===== config.mk =====
export PLATFORM = sky130hd
export DESIGN_NAME = wb_arb2
export DESIGN_NICKNAME = d
export VERILOG_FILES = /design/src/rtl/j1_wb_defs_pkg.sv /design/src/rtl/wb_watchdog.sv /design/src/rtl/wb_arb2.sv
export SDC_FILE = /design/constraint.sdc
export NUM_CORES = 1
export LEC_CHECK = 0
export CORE_AREA = 2 2 76 78
export DETAILED_ROUTE_END_ITERATION = 10
export DIE_AREA = 0 0 78 80
export PLACE_DENSITY = 0.81
export SLEW_MARGIN = 20
export SYNTH_ARGS = -nofsm -noshare
export SYNTH_HDL_FRONTEND = slang
export SYNTH_HIERARCHICAL = 1
export SYNTH_SLANG_ARGS = --single-unit
export TNS_END_PERCENT = 5

===== constraint.sdc =====
create_clock -name clk_in -period 2.8 [get_ports clk_in]
set_clock_uncertainty 0.1 [all_clocks]
set_input_delay 0.56 -clock clk_in [delete_from_list [all_inputs] [get_ports clk_in]]
set_output_delay 0.56 -clock clk_in [all_outputs]
set_load 0.05 [all_outputs]

===== src/rtl/j1_wb_defs_pkg.sv =====
// Shared Wishbone definitions for the J1 system bus: arbiter state encodings,
// default bus widths and master index constants.
package j1_wb_defs;

    localparam int unsigned DEF_AW = 16;
    localparam int unsigned DEF_DW = 16;

    localparam int unsigned CPU    = 0;
    localparam int unsigned LOADER = 1;

    typedef enum logic [1:0] {
        IDLE = 2'd0,
        OWN0 = 2'd1,
        OWN1 = 2'd2
    } arb_state_t;

    // One-hot owner vector for a given arbiter state.
    function automatic logic [1:0] gnt_of(input arb_state_t st);
        logic [1:0] g;
        g = 2'b00;
        case (st)
            OWN0:    g = 2'b01;
            OWN1:    g = 2'b10;
            default: g = 2'b00;
        endcase
        return g;
    endfunction

endpackage


===== src/rtl/wb_watchdog.sv =====
// Stall watchdog: counts consecutive unterminated strobe cycles and flags
// expiry on the TIMEOUT-th one, then starts a fresh count.
module wb_watchdog #(
    parameter int unsigned TIMEOUT = 255
) (
    input  logic clk_in,
    input  logic rst_n,
    input  logic clr,
    input  logic inc,
    output logic expire
);

    localparam int unsigned CW = $clog2(TIMEOUT + 1);

    logic [CW-1:0] cnt;

    // Count holds the number of stalled cycles already elapsed, so the current
    // stalled cycle is the TIMEOUT-th when cnt == TIMEOUT-1.
    assign expire = inc && !clr && (cnt == CW'(TIMEOUT - 1));

    always_ff @(posedge clk_in) begin
        if (!rst_n) begin
            cnt <= '0;
        end else if (clr || expire) begin
            cnt <= '0;
        end else if (inc) begin
            cnt <= cnt + CW'(1);
        end
    end

endmodule


===== src/rtl/wb_arb2.sv =====
// Two-master Wishbone classic arbiter: round-robin grant held for a full cyc
// tenure, combinational datapath muxing, watchdog-generated err on stalls.
module wb_arb2
    import j1_wb_defs::*;
#(
    parameter int unsigned AW      = DEF_AW,
    parameter int unsigned DW      = DEF_DW,
    parameter int unsigned TIMEOUT = 255
) (
    input  logic              clk_in,
    input  logic              rst_n,

    input  logic              m0_cyc_i,
    input  logic              m0_stb_i,
    input  logic              m0_we_i,
    input  logic [AW-1:0]     m0_adr_i,
    input  logic [DW-1:0]     m0_dat_i,
    input  logic [DW/8-1:0]   m0_sel_i,
    output logic              m0_ack_o,
    output logic              m0_err_o,
    output logic [DW-1:0]     m0_dat_o,

    input  logic              m1_cyc_i,
    input  logic              m1_stb_i,
    input  logic              m1_we_i,
    input  logic [AW-1:0]     m1_adr_i,
    input  logic [DW-1:0]     m1_dat_i,
    input  logic [DW/8-1:0]   m1_sel_i,
    output logic              m1_ack_o,
    output logic              m1_err_o,
    output logic [DW-1:0]     m1_dat_o,

    output logic              s_cyc_o,
    output logic              s_stb_o,
    output logic              s_we_o,
    output logic [AW-1:0]     s_adr_o,
    output logic [DW-1:0]     s_dat_o,
    output logic [DW/8-1:0]   s_sel_o,
    input  logic              s_ack_i,
    input  logic              s_err_i,
    input  logic [DW-1:0]     s_dat_i,

    output logic [1:0]        gnt_o
);

    arb_state_t state_q, state_d;
    logic       last_q, last_d;

    logic own_cyc;
    logic own_stb;
    logic wd_clr;
    logic wd_inc;
    logic expire;

    // Owner request lines, kept separate from the output mux to keep the
    // watchdog path free of combinational feedback.
    assign own_cyc = (state_q == OWN0) ? m0_cyc_i :
                     (state_q == OWN1) ? m1_cyc_i : 1'b0;
    assign own_stb = (state_q == OWN0) ? m0_stb_i :
                     (state_q == OWN1) ? m1_stb_i : 1'b0;

    assign wd_clr = (state_q == IDLE) || s_ack_i || s_err_i;
    assign wd_inc = own_cyc && own_stb && !s_ack_i && !s_err_i;

    wb_watchdog #(
        .TIMEOUT (TIMEOUT)
    ) u_watchdog (
        .clk_in  (clk_in),
        .rst_n   (rst_n),
        .clr     (wd_clr),
        .inc     (wd_inc),
        .expire  (expire)
    );

    always_ff @(posedge clk_in) begin
        if (!rst_n) begin
            state_q <= IDLE;
            last_q  <= 1'(LOADER);
        end else begin
            state_q <= state_d;
            last_q  <= last_d;
        end
    end

    assign gnt_o = gnt_of(state_q);

    // Next-state and datapath mux; everything idles at zero outside a tenure.
    always_comb begin
        state_d  = state_q;
        last_d   = last_q;
        s_cyc_o  = 1'b0;
        s_stb_o  = 1'b0;
        s_we_o   = 1'b0;
        s_adr_o  = '0;
        s_dat_o  = '0;
        s_sel_o  = '0;
        m0_ack_o = 1'b0;
        m0_err_o = 1'b0;
        m0_dat_o = '0;
        m1_ack_o = 1'b0;
        m1_err_o = 1'b0;
        m1_dat_o = '0;

        case (state_q)
            IDLE: begin
                if (m0_cyc_i && m1_cyc_i) begin
                    state_d = (last_q == 1'(LOADER)) ? OWN0 : OWN1;
                end else if (m0_cyc_i) begin
                    state_d = OWN0;
                end else if (m1_cyc_i) begin
                    state_d = OWN1;
                end
            end

            OWN0: begin
                s_cyc_o  = m0_cyc_i;
                s_stb_o  = m0_stb_i && !expire;
                s_we_o   = m0_we_i;
                s_adr_o  = m0_adr_i;
                s_dat_o  = m0_dat_i;
                s_sel_o  = m0_sel_i;
                m0_ack_o = s_ack_i;
                m0_err_o = s_err_i || expire;
                m0_dat_o = s_dat_i;
                if (!m0_cyc_i) begin
                    state_d = IDLE;
                    last_d  = 1'(CPU);
                end
            end

            OWN1: begin
                s_cyc_o  = m1_cyc_i;
                s_stb_o  = m1_stb_i && !expire;
                s_we_o   = m1_we_i;
                s_adr_o  = m1_adr_i;
                s_dat_o  = m1_dat_i;
                s_sel_o  = m1_sel_i;
                m1_ack_o = s_ack_i;
                m1_err_o = s_err_i || expire;
                m1_dat_o = s_dat_i;
                if (!m1_cyc_i) begin
                    state_d = IDLE;
                    last_d  = 1'(LOADER);
                end
            end

            default: begin
                state_d = IDLE;
            end
        endcase
    end

endmodule


==> Yosys cells after proc, flatten, opt, wreduce, memory -nomap -nowiden <==
Cells that the tools add are included.
{ "word_totals": {"ff_bits": 11, "in_bits": 94, "out_inout_bits": 75} }
{ "classes": {"n_addsub": 1, "eq_ne": 6, "mux": 27, "n_bitwise": 1, "reduce_logical": 21} }
{ "ops": {"columns": ["cell", "count"], "rows": [
  ["16-bit one-hot mux with 2 select lines", 2],
  ["16-bit two-way mux", 2],
  ["2-bit two-way mux", 6],
  ["1-bit two-way mux", 10],
  ["8-bit by 1-bit adder with 8-bit output (second input constant)", 1],
  ["8-bit == test (second input constant)", 1],
  ["1-bit logical AND", 8],
  ["1-bit one-hot mux with 2 select lines", 4],
  ["2-bit one-hot mux with 2 select lines", 2],
  ["2-bit one-hot mux with 3 select lines", 1],
  ["3-bit AND reduction", 2],
  ["1-bit logical NOT", 4],
  ["1-bit logical OR", 4],
  ["2-bit != test (second input constant)", 2],
  ["4-bit by 3-bit != test with 1-bit output (second input constant)", 1],
  ["2-bit by 1-bit == test with 1-bit output (second input constant)", 1],
  ["2-bit == test (second input constant)", 1],
  ["2-bit logical NOT", 1],
  ["2-bit nonzero test", 1],
  ["2-bit OR reduction", 1],
  ["1-bit NOT", 1]
]} }

==> Longest topological paths before layout <==
Gate-level depths: netlist of run 1.
{ "logic_depth": {"depth_word": 11, "mapped_depth": 9} }

==> Modules after synthesis <==
Netlist of run 1, hierarchy kept.
{ "modules_own_cells": {"columns": ["module", "n_inst", "cells_per_inst", "area_per_inst_um2", "seq_area_each_um2"], "rows": [
  ["wb_arb2", 1, 153, 1092.3, 60.1],
  ["wb_watchdog", 1, 44, 392.9, 160.2]
]} }

==> Worst setup path after synthesis of run 1 <==
No wires, ideal clock.
{ "synth_path": {"kind": "register to output", "from": "register state_q[1]", "to": "output s_stb_o", "arrival_ns": 2.804, "required_ns": 2.140, "setup_slack_ns": -0.664, "path_stages_with_launch": 10, "path_buffers": 2, "cell_sequence": "dfxtp_1 -> inv_1 -> ha_1 -> buf_6 -> nand3b_4 -> a2111oi_2 -> buf_2 -> nand3_1 -> nor4_1 -> nor3b_1"} }
{ "synth_between": {"elab_chain_cells": 11, "word_cells_on_any_way": 19, "cone_classes": "eq/ne (2); mux (5); reduce/logical (12)"} }
{ "synth_lines": {"columns": ["element", "line_no", "text"], "rows": [
  ["start: declaration", "wb_arb2.sv:46", "arb_state_t state_q, state_d;"],
  ["start signal: assignment", "wb_arb2.sv:80", "state_q <= state_d;"],
  ["2-bit == test", "wb_arb2.sv:58, wb_arb2.sv:60", null],
  ["1-bit two-way mux, on equally long branches", "wb_arb2.sv:58, wb_arb2.sv:60", null],
  ["1-bit two-way mux, on equally long branches", "wb_arb2.sv:57, wb_arb2.sv:59", null],
  ["1-bit logical AND * (3 in a row)", "wb_arb2.sv:63", "assign wd_inc = own_cyc && own_stb && !s_ack_i && !s_err_i;"],
  ["net wd_inc", "wb_arb2.sv:52", "logic wd_inc;"],
  ["1-bit logical AND * (2 in a row)", "wb_watchdog.sv:19", "assign expire = inc && !clr && (cnt == CW'(TIMEOUT - 1));"],
  ["net expire", "wb_arb2.sv:53", "logic expire;"],
  ["1-bit logical NOT *", "wb_arb2.sv:117, wb_arb2.sv:133", null],
  ["1-bit logical AND, on equally long branches", "wb_arb2.sv:133, wb_arb2.sv:117", null],
  ["1-bit one-hot mux with 2 select lines *", "wb_arb2.sv:104", "case (state_q)"],
  ["end: declaration", "wb_arb2.sv:34", "output logic s_stb_o,"]
]} }
The timed path passes the listed nets; every way through them passes the cells marked *.

==> Worst setup path in the final report of run 1 <==
{ "layout_path": {"from": "register state_q[1]", "to": "output m1_err_o"} }
{ "layout_between": {"elab_chain_cells": 10, "word_cells_on_any_way": 17, "cone_classes": "eq/ne (2); mux (5); reduce/logical (10)"} }
{ "layout_lines": {"columns": ["element", "line_no", "text"], "rows": [
  ["2-bit == test", "wb_arb2.sv:58, wb_arb2.sv:60", null],
  ["1-bit two-way mux, on equally long branches", "wb_arb2.sv:58, wb_arb2.sv:60", null],
  ["1-bit two-way mux, on equally long branches", "wb_arb2.sv:57, wb_arb2.sv:59", null],
  ["1-bit logical AND * (3 in a row)", "wb_arb2.sv:63", null],
  ["net wd_inc", "wb_arb2.sv:52", null],
  ["1-bit logical AND * (2 in a row)", "wb_watchdog.sv:19", null],
  ["net expire", "wb_arb2.sv:53", null],
  ["1-bit logical OR *", "wb_arb2.sv:139", "m1_err_o = s_err_i || expire;"],
  ["1-bit two-way mux *", "wb_arb2.sv:104", null],
  ["end: declaration", "wb_arb2.sv:30", "output logic m1_err_o,"]
]} }
Marked as above.

==> load_flow_metrics.sql, run 1 <==
INSERT INTO impl_metrics (metric_group, metric, value, unit) VALUES
('sta', 'slew_viol_final', '0', ''),
('synthesis', 'synth.distinct_cells', '35', ''),
('floorplanning', 'floorplan.rows', '27', ''),
('power_and_ir_drop', 'power.leakage', '0.00149', 'uW'),
('sta', 'grt_setup_unrepaired', 'true', ''),
('clock_network', 'worst_skew_pair.late_latency', '0.23', 'ns'),
('placement', 'dp_hpwl', '5710', 'microns'),
('clock_network', 'clock_path_buffers', '2', ''),
('finish', 'finalNetCount', '472', ''),
('detailed_routing', 'routedWlPerCell', '15.9', 'microns'),
('sta', 'hold_viol_final', '0', ''),
('floorplanning', 'die_w', '78', 'microns'),
('placement', 'gpl.final_weighted_congestion', '0.837', ''),
('synthesis', 'syn-num-nets', '297', ''),
('clock_network', 'clock_sinks', '11', ''),
('floorplanning', 'dieHeight', '80', 'microns'),
('sta', 'fmax', '362', 'MHz'),
('clock_network', 'cts.reportedPaths.clkPinSlew', '0.05', 'ns'),
('worst_setup_path', 'slowest_delay', '0.35', 'ns'),
('clock_network', 'cts_hold_buf', '0', ''),
('floorplanning', 'design.portCount', '169', ''),
('run_status', 'run_status', 'finished, final reports clean', ''),
('global_routing', 'globalRouteTotalUtil', '21.2', '%'),
('detailed_routing', 'initialDrtViolationCount', '59', ''),
('synthesis', 'synth.avg_cell_area', '7.54', 'sq um'),
('global_routing', 'grt_antenna_before_repair', '0', ''),
('synthesis', 'ys_warn_count', '6', ''),
('worst_setup_path', 'critPathBufInv', '3', ''),
('detailed_routing', 'route.vias.total', '2121', ''),
('floorplanning', 'die_area', '6240', 'sq um'),
('clock_network', 'clock_tree.htree_level_count', '1', ''),
('detailed_routing', 'finalWirelength', '7040', 'microns'),
('global_routing', 'grt_max_degree', '44', ''),
('detailed_routing', 'drt_pre_antenna_iters', '4', ''),
('worst_setup_path', 'crit_path_end_kind', 'output port', ''),
('clock_network', 'tritoncts', 'built', ''),
('synthesis', 'synth-xor-area-share', '2.36', '%'),
('worst_setup_path', 'crit_path_max_fanout', '5', ''),
('sta', 'max_slew_margin', '66.3', '%'),
('sta', 'post-route-worst-setup-slack', '0.0354', 'ns'),
('floorplanning', 'core_region_area', '5410', 'sq um'),
('worst_setup_path', 'reg2regPathDepth', '10', ''),
('placement', 'dp.cells', '438', ''),
('detailed_routing', 'vias_per_cell', '4.79', ''),
('global_routing', 'grt_first_pass_wirelength', '10600', 'microns'),
('floorplanning', 'start_util', '27.5', '%'),
('sta', 'period_needed', '2.76', 'ns'),
('synthesis', 'synth_fa_ha_area_share', '5.05', '%'),
('sta', 'worst_slew_pin_slew', '0.505', 'ns'),
('power_and_ir_drop', 'cellPowerDensity', '311', 'nW/um^2'),
('worst_setup_path', 'path_depth', '9', ''),
('worst_setup_path', 'worst-endpoint-arrival', '2.10', 'ns'),
('synthesis', 'postSynthCellCount', '197', ''),
('detailed_routing', 'postRouteAntennaNets', '0', ''),
('finish', 'n_antenna_cell', '0', ''),
('global_routing', 'global_route.overflow_total', '0', ''),
('run', 'max_cap_violations', '0', ''),
('worst_setup_path', 'critPathRequiredTime', '2.14', 'ns'),
('synthesis', 'synth.mux.area_fraction', '0.674', '%'),
('finish', 'post_route_cells_drive_above_1_share', '31.0', '%'),
('synthesis', 'synth_sequential_area_ratio', '14.8', '%'),
('worst_setup_path', 'crit_chain', 'inv_2 > ha_4 > nand3_2 > a2111oi_2 > buf_4 > nand3_4 > nor4_4 > o21a_4 > buf_12', ''),
('worst_setup_path', 'timing.critical_path.slowest_stage_cell', 'dfxtp_4', ''),
('synthesis', 'synth_compound_gate_area_share', '29.1', '%'),
('placement', 'portBuffers', '168', ''),
('sta', 'finalSetupViolCount', '0', ''),
('placement', 'place_ws', '-0.311', 'ns'),
('synthesis', 'main_combinational_cell_family_by_area_after_synthesis', 'simple AND/OR/NAND/NOR gates', ''),
('global_routing', 'vias_in_the_first_global_route', '2158', ''),
('sta', 'final.setup.tns', '0', 'ns'),
('worst_setup_path', 'timing_worst_setup_path_type', 'reg2out', '');
[tightest hold or removal path, stage by stage, from the launching register on]
cell and delay (ns):
dfxtp_4 0.35, o21ai_0 0.07, a21boi_1 0.06
[logic make-up (layout without fill, tap and decap cells)]
| group | count (synthesis) | count (layout) |
|---|---|---|
| buffers and inverters | 26 | 200 |
| AND/OR/NAND/NOR | 94 | 94 |
| AO/OA/AOI/OAI | 55 | 55 |
| adder cells (fa/ha/maj) | 6 | 6 |
| flip-flops | 11 | 11 |
| XOR/XNOR | 4 | 4 |
| multiplexers | 1 | 1 |
[power breakdown]
group          internal [uW]  leakage (uW)  total, uW  switching [uW]
combinational            397       0.00138        839             443
clock                   99.9     0.0000228        158            58.3
sequential               164     0.0000902        170            6.16
total                    660       0.00149       1170             507
[through the flow]
stage                     power (uW)  utilization [%]  cell area [sq um]  hold WS, ns
after floorplan                  627                -               1550        0.383
final                           1170             69.4               3750        0.422
after detailed placement        1020             68.2               3690        0.426
after CTS                       1180             69.3               3740        0.406
after global routing            1230             69.4               3750        0.449
after global placement          1010             68.2               3690        0.402
[cell type report]
class                      count  area [sq um]
clock buffer                   4          45.0
fill                         430          1650
inverter                       9          33.8
multi-input combinational    160          1210
sequential                    11           225
tap                           72          90.1
timing repair buffer         187          2150
[sequential cells by signal (all words and copies together), names as in the netlist]
register / cells
u_watchdog/cnt: 8
state_q: 2
last_q: 1
[Yosys cell counts]
cell type | n | area share (%)
nand3b_1 | 1 | 0.51
clkbuf_1 | 7 | 1.8
inv_1 | 9 | 2.3
buf_6 | 2 | 1.5
o21a_1 | 2 | 1.0
a2111oi_2 | 1 | 1.0
xnor2_1 | 1 | 0.59
o21ai_0 | 4 | 1.3
nand4_1 | 3 | 1.3
dfxtp_1 | 11 | 15
buf_4 | 1 | 0.51
a22oi_4 | 1 | 1.4
nor2b_1 | 35 | 15
nand4_2 | 1 | 0.84
a22oi_1 | 35 | 18
xor2_1 | 3 | 1.8
nand3_1 | 3 | 1.0
nor2_1 | 5 | 1.3
a211oi_1 | 1 | 0.51
nand3b_4 | 1 | 1.3
a21oi_1 | 3 | 1.0
o311ai_2 | 1 | 1.1
o2111ai_1 | 2 | 1.2
and2_1 | 35 | 15
a21boi_1 | 2 | 1.0
or3_1 | 4 | 1.7
a311oi_1 | 1 | 0.59
nand2_1 | 3 | 0.76
nor4_1 | 1 | 0.42
ha_1 | 6 | 5.1
o311ai_0 | 1 | 0.59
nor3b_1 | 2 | 1.0
mux2i_1 | 1 | 0.67
buf_2 | 7 | 2.4
a22o_1 | 1 | 0.59
[metal layers]
layer	share of wire (%)	global-route usage, %	vias up
li1	-	-	1047
met4	0.54	1.93	0
met3	8.9	6.67	4
met2	53	40.9	108
met1	37	23.3	962
met5	0	0	-
[final timing paths]
path	slack, ns	start	endpoint
max	0.04	state_q[1]	m1_err_o
max reg2reg	0.46	state_q[1]	u_watchdog/cnt[7]
min reg2reg	0.42	state_q[1]	state_q[1]
min	0.42	state_q[1]	state_q[1]
[placed cells by master, fill, tap and decap left out, types with 4 or more instances in the layout]
cell	count
clkdlybuf4s50_1	87
buf_4	51
buf_12	41
a22oi_1	35
nor2b_1	35
and2_1	35
dfxtp_1	9
inv_1	7
dlygate4sd2_1	5
nor2_1	5
o21ai_0	4
ha_1	4
[repair_timing]
| item | CTS | global route |
|---|---|---|
| resized for setup | 11 | 6 |
| endpoints found under the hold margin | 0 | 0 |
| endpoints found under the setup margin | 3 | 4 |
| setup buffers | 1 | 0 |
| pin swaps | 5 | 1 |
No activity file was read; power rests on OpenSTA's default activity.
==> inputs of run 2 (changes only) <==
- SETUP_SLACK_MARGIN: default -> 0.1
==> load_flow_metrics.sql, run 2 (synthesis gave the netlist of run 1 again) <==
INSERT INTO impl_metrics (metric_group, metric, value, unit) VALUES
('power_and_ir_drop', 'power_frac_seq', '14.4', '%'),
('detailed_routing', 'route.vias.total', '2168', ''),
('sta', 'finalHoldWorstSlack', '0.412', 'ns'),
('global_routing', 'global_route.overflow_total', '0', ''),
('finish', 'post_route_cells_drive_above_1_share', '30.3', '%'),
('floorplanning', 'start_util', '27.5', '%'),
('finish', 'finalNetCount', '471', ''),
('finish', 'largest_registers', 'u_watchdog/cnt (8), state_q (2), last_q (1)', ''),
('floorplanning', 'dieHeight', '80', 'microns'),
('detailed_routing', 'initialDrtViolationCount', '72', ''),
('worst_hold_path', 'worstHoldStart', 'state_q[1]', ''),
('detailed_routing', 'postRouteAntennaNets', '0', ''),
('worst_hold_path', 'hold_path.class', 'reg2reg', ''),
('sta', 'fmax', '358', 'MHz'),
('run_status', 'run_status', 'finished, final reports clean', ''),
('detailed_routing', 'finalWirelength', '6900', 'microns'),
('clock_network', 'cts.reportedPaths.clkPinSlew', '0.05', 'ns'),
('power_and_ir_drop', 'power_frac_comb', '72.2', '%'),
('worst_setup_path', 'crit_path_end_kind', 'output port', ''),
('clock_network', 'clock_path_buffers', '2', ''),
('worst_setup_path', 'timing.rr.start', 'state_q[1]', ''),
('sta', 'hold_viol_final', '0', ''),
('placement', 'dp_hpwl', '5540', 'microns'),
('worst_setup_path', 'critPathBufInv', '2', ''),
('finish', 'largest_register_ff_count', '8', ''),
('sta', 'worst_slew_pin_slew', '0.501', 'ns'),
('placement', 'portBuffers', '168', ''),
('worst_setup_path', 'critPathRequiredTime', '2.14', 'ns'),
('sta', 'post-route-worst-setup-slack', '0.00340', 'ns'),
('worst_setup_path', 'crit_family', 'compound AO/OA/AOI/OAI gates', ''),
('global_routing', 'globalRouteTotalUtil', '20.3', '%'),
('floorplanning', 'die_area', '6240', 'sq um'),
('global_routing', 'grt_antenna_before_repair', '0', ''),
('placement', 'placement.cell_area', '3680', 'sq um'),
('finish', 'layout.cells.most_common_list', '87 x clkdlybuf4s50_1, 50 x buf_4, 41 x buf_12', ''),
('clock_network', 'cts_root_buf', 'clkbuf_8', ''),
('power_and_ir_drop', 'cellPowerDensity', '313', 'nW/um^2'),
('placement', 'place_ws', '-0.399', 'ns'),
('global_routing', 'vias_in_the_first_global_route', '2090', ''),
('power_and_ir_drop', 'power.leakage', '0.00149', 'uW'),
('detailed_routing', 'routedWlPerCell', '15.6', 'microns'),
('run', 'max_cap_violations', '0', ''),
('finish', 'final_common_cell', 'clkdlybuf4s50_1', ''),
('power_and_ir_drop', 'netSwitchingFraction', '43.4', '%'),
('global_routing', 'grt_first_pass_wirelength', '10400', 'microns'),
('worst_setup_path', 'timing.critical_path.slowest_stage_cell', 'a2111oi_4', ''),
('floorplanning', 'die_w', '78', 'microns'),
('finish', 'registers.top_by_ff_count', 'u_watchdog/cnt', ''),
('clock_network', 'cts_inserted_buffers', '3', ''),
('worst_setup_path', 'timing_worst_setup_path_type', 'reg2out', ''),
('sta', 'share_of_the_clock_period_used_by_the_worst_path', '99.9', '%'),
('finish', 'stdcell_count', '442', ''),
('detailed_routing', 'drc', '0', ''),
('power_and_ir_drop', 'switching_power_of_the_nets', '510', 'uW'),
('clock_network', 'tritoncts', 'built', ''),
('placement', 'gpl.final_weighted_congestion', '0.854', ''),
('worst_setup_path', 'slowest_delay', '0.43', 'ns'),
('worst_setup_path', 'worst-endpoint-arrival', '2.14', 'ns'),
('sta', 'slew_viol_final', '0', ''),
('worst_setup_path', 'critical_path.startpoint', 'state_q[1]', ''),
('worst_setup_path', 'crit_path_max_fanout', '5', ''),
('sta', 'period_needed', '2.80', 'ns'),
('placement', 'dp.cells', '435', ''),
('clock_network', 'clock_tree.htree_level_count', '1', ''),
('detailed_routing', 'drt_pre_antenna_iters', '4', ''),
('sta', 'finalSetupViolCount', '0', ''),
('power_and_ir_drop', 'worst_case_vdd_ir_drop', '298', 'uV'),
('worst_setup_path', 'crit_chain', 'inv_2 > ha_4 > nand3b_4 > a2111oi_4 > nand3_4 > nor4_4 > o21a_4 > buf_12', ''),
('detailed_routing', 'vias_per_cell', '4.90', ''),
('clock_network', 'worst_skew_pair.late_latency', '0.24', 'ns'),
('clock_network', 'clock_sinks', '11', ''),
('floorplanning', 'core_region_area', '5410', 'sq um'),
('worst_setup_path', 'critPathLaunchType', 'register', ''),
('sta', 'grt_setup_unrepaired', 'true', ''),
('finish', 'finish.instance_area', '3760', 'sq um'),
('floorplanning', 'design.portCount', '169', ''),
('power_and_ir_drop', 'clockPowerShare', '13.4', '%'),
('finish', 'synthToLayoutAreaGrowth', '153', '%'),
('sta', 'max_slew_margin', '66.5', '%'),
('floorplanning', 'floorplan.rows', '27', ''),
('power_and_ir_drop', 'p_int', '665', 'uW'),
('global_routing', 'grt_max_degree', '43', ''),
('finish', 'n_antenna_cell', '0', '');
==> run 2: cell count changes in the layout (fill, tap and decap cells not counted) <==
cell	before	now
a2111oi_2	1	0
a2111oi_4	0	1
buf_4	51	50
clkbuf_2	1	0
dfxtp_1	9	10
dfxtp_4	1	0
dlygate4sd2_1	5	6
==> run 2: cell type report <==
type / instances / area [sq um]
inverter: 9 / 33.8
clock buffer: 4 / 45.0
fill: 420 / 1650
sequential: 11 / 221
tap: 72 / 90.1
timing repair buffer: 186 / 2140
multi-input combinational: 160 / 1220
==> run 2: metrics by stage <==
step	util, %	total power, uW	TNS [ns]
after floorplan	-	629	0
after global placement	68.2	1010	-0.935
after detailed placement	68.2	1020	-1.25
after CTS	69.4	1180	0
after global routing	69.5	1230	-0.152
final	69.5	1180	0
==> run 2: worst register-to-register path, stage by stage (launching register included) <==
cell,delay (ns)
dfxtp_2,0.35
inv_2,0.06
ha_4,0.18
nand3b_4,0.16
a2111oi_4,0.43
buf_4,0.18
buf_4,0.14
nand2_1,0.09
or3_1,0.32
a311oi_1,0.31
==> run 2: final timing paths <==
| path | to | slack [ns] | cells after the start |
|---|---|---|---|
| setup / recovery | m1_err_o | 0.003 | 8 |
| hold reg to reg | state_q[1] | 0.41 | 2 |
| hold / removal | state_q[1] | 0.41 | 2 |
| setup reg to reg | u_watchdog/cnt[6] | 0.37 | 9 |
==> run 2: what timing repair did <==
| action | in CTS | in global routing |
|---|---|---|
| setup endpoints to repair | 4 | 4 |
| hold buffers | 0 | 0 |
| buffers inserted | 3 | 0 |
| gates resized for setup | 9 | 2 |
| pin swaps | 5 | 1 |
==> run 2: power by group through the flow <==
stage | clock (uW) | sequential [uW] | combinational [uW]
2_1_floorplan | 0 | 170 | 458
3_3_place_gp | 0 | 171 | 841
3_5_place_dp | 0 | 172 | 850
4_1_cts | 158 | 169 | 853
5_1_grt | 171 | 170 | 890
6_report | 157 | 169 | 849
==> run 2: layer usage <==
layer | part of all wire, % | GRT usage (%) | wire [microns]
met4 | 0.38 | 2.11 | 26
met1 | 38 | 23.4 | 2600
met5 | 0 | 0 | 0
met2 | 53 | 38.4 | 3640
met3 | 9.2 | 5.66 | 638
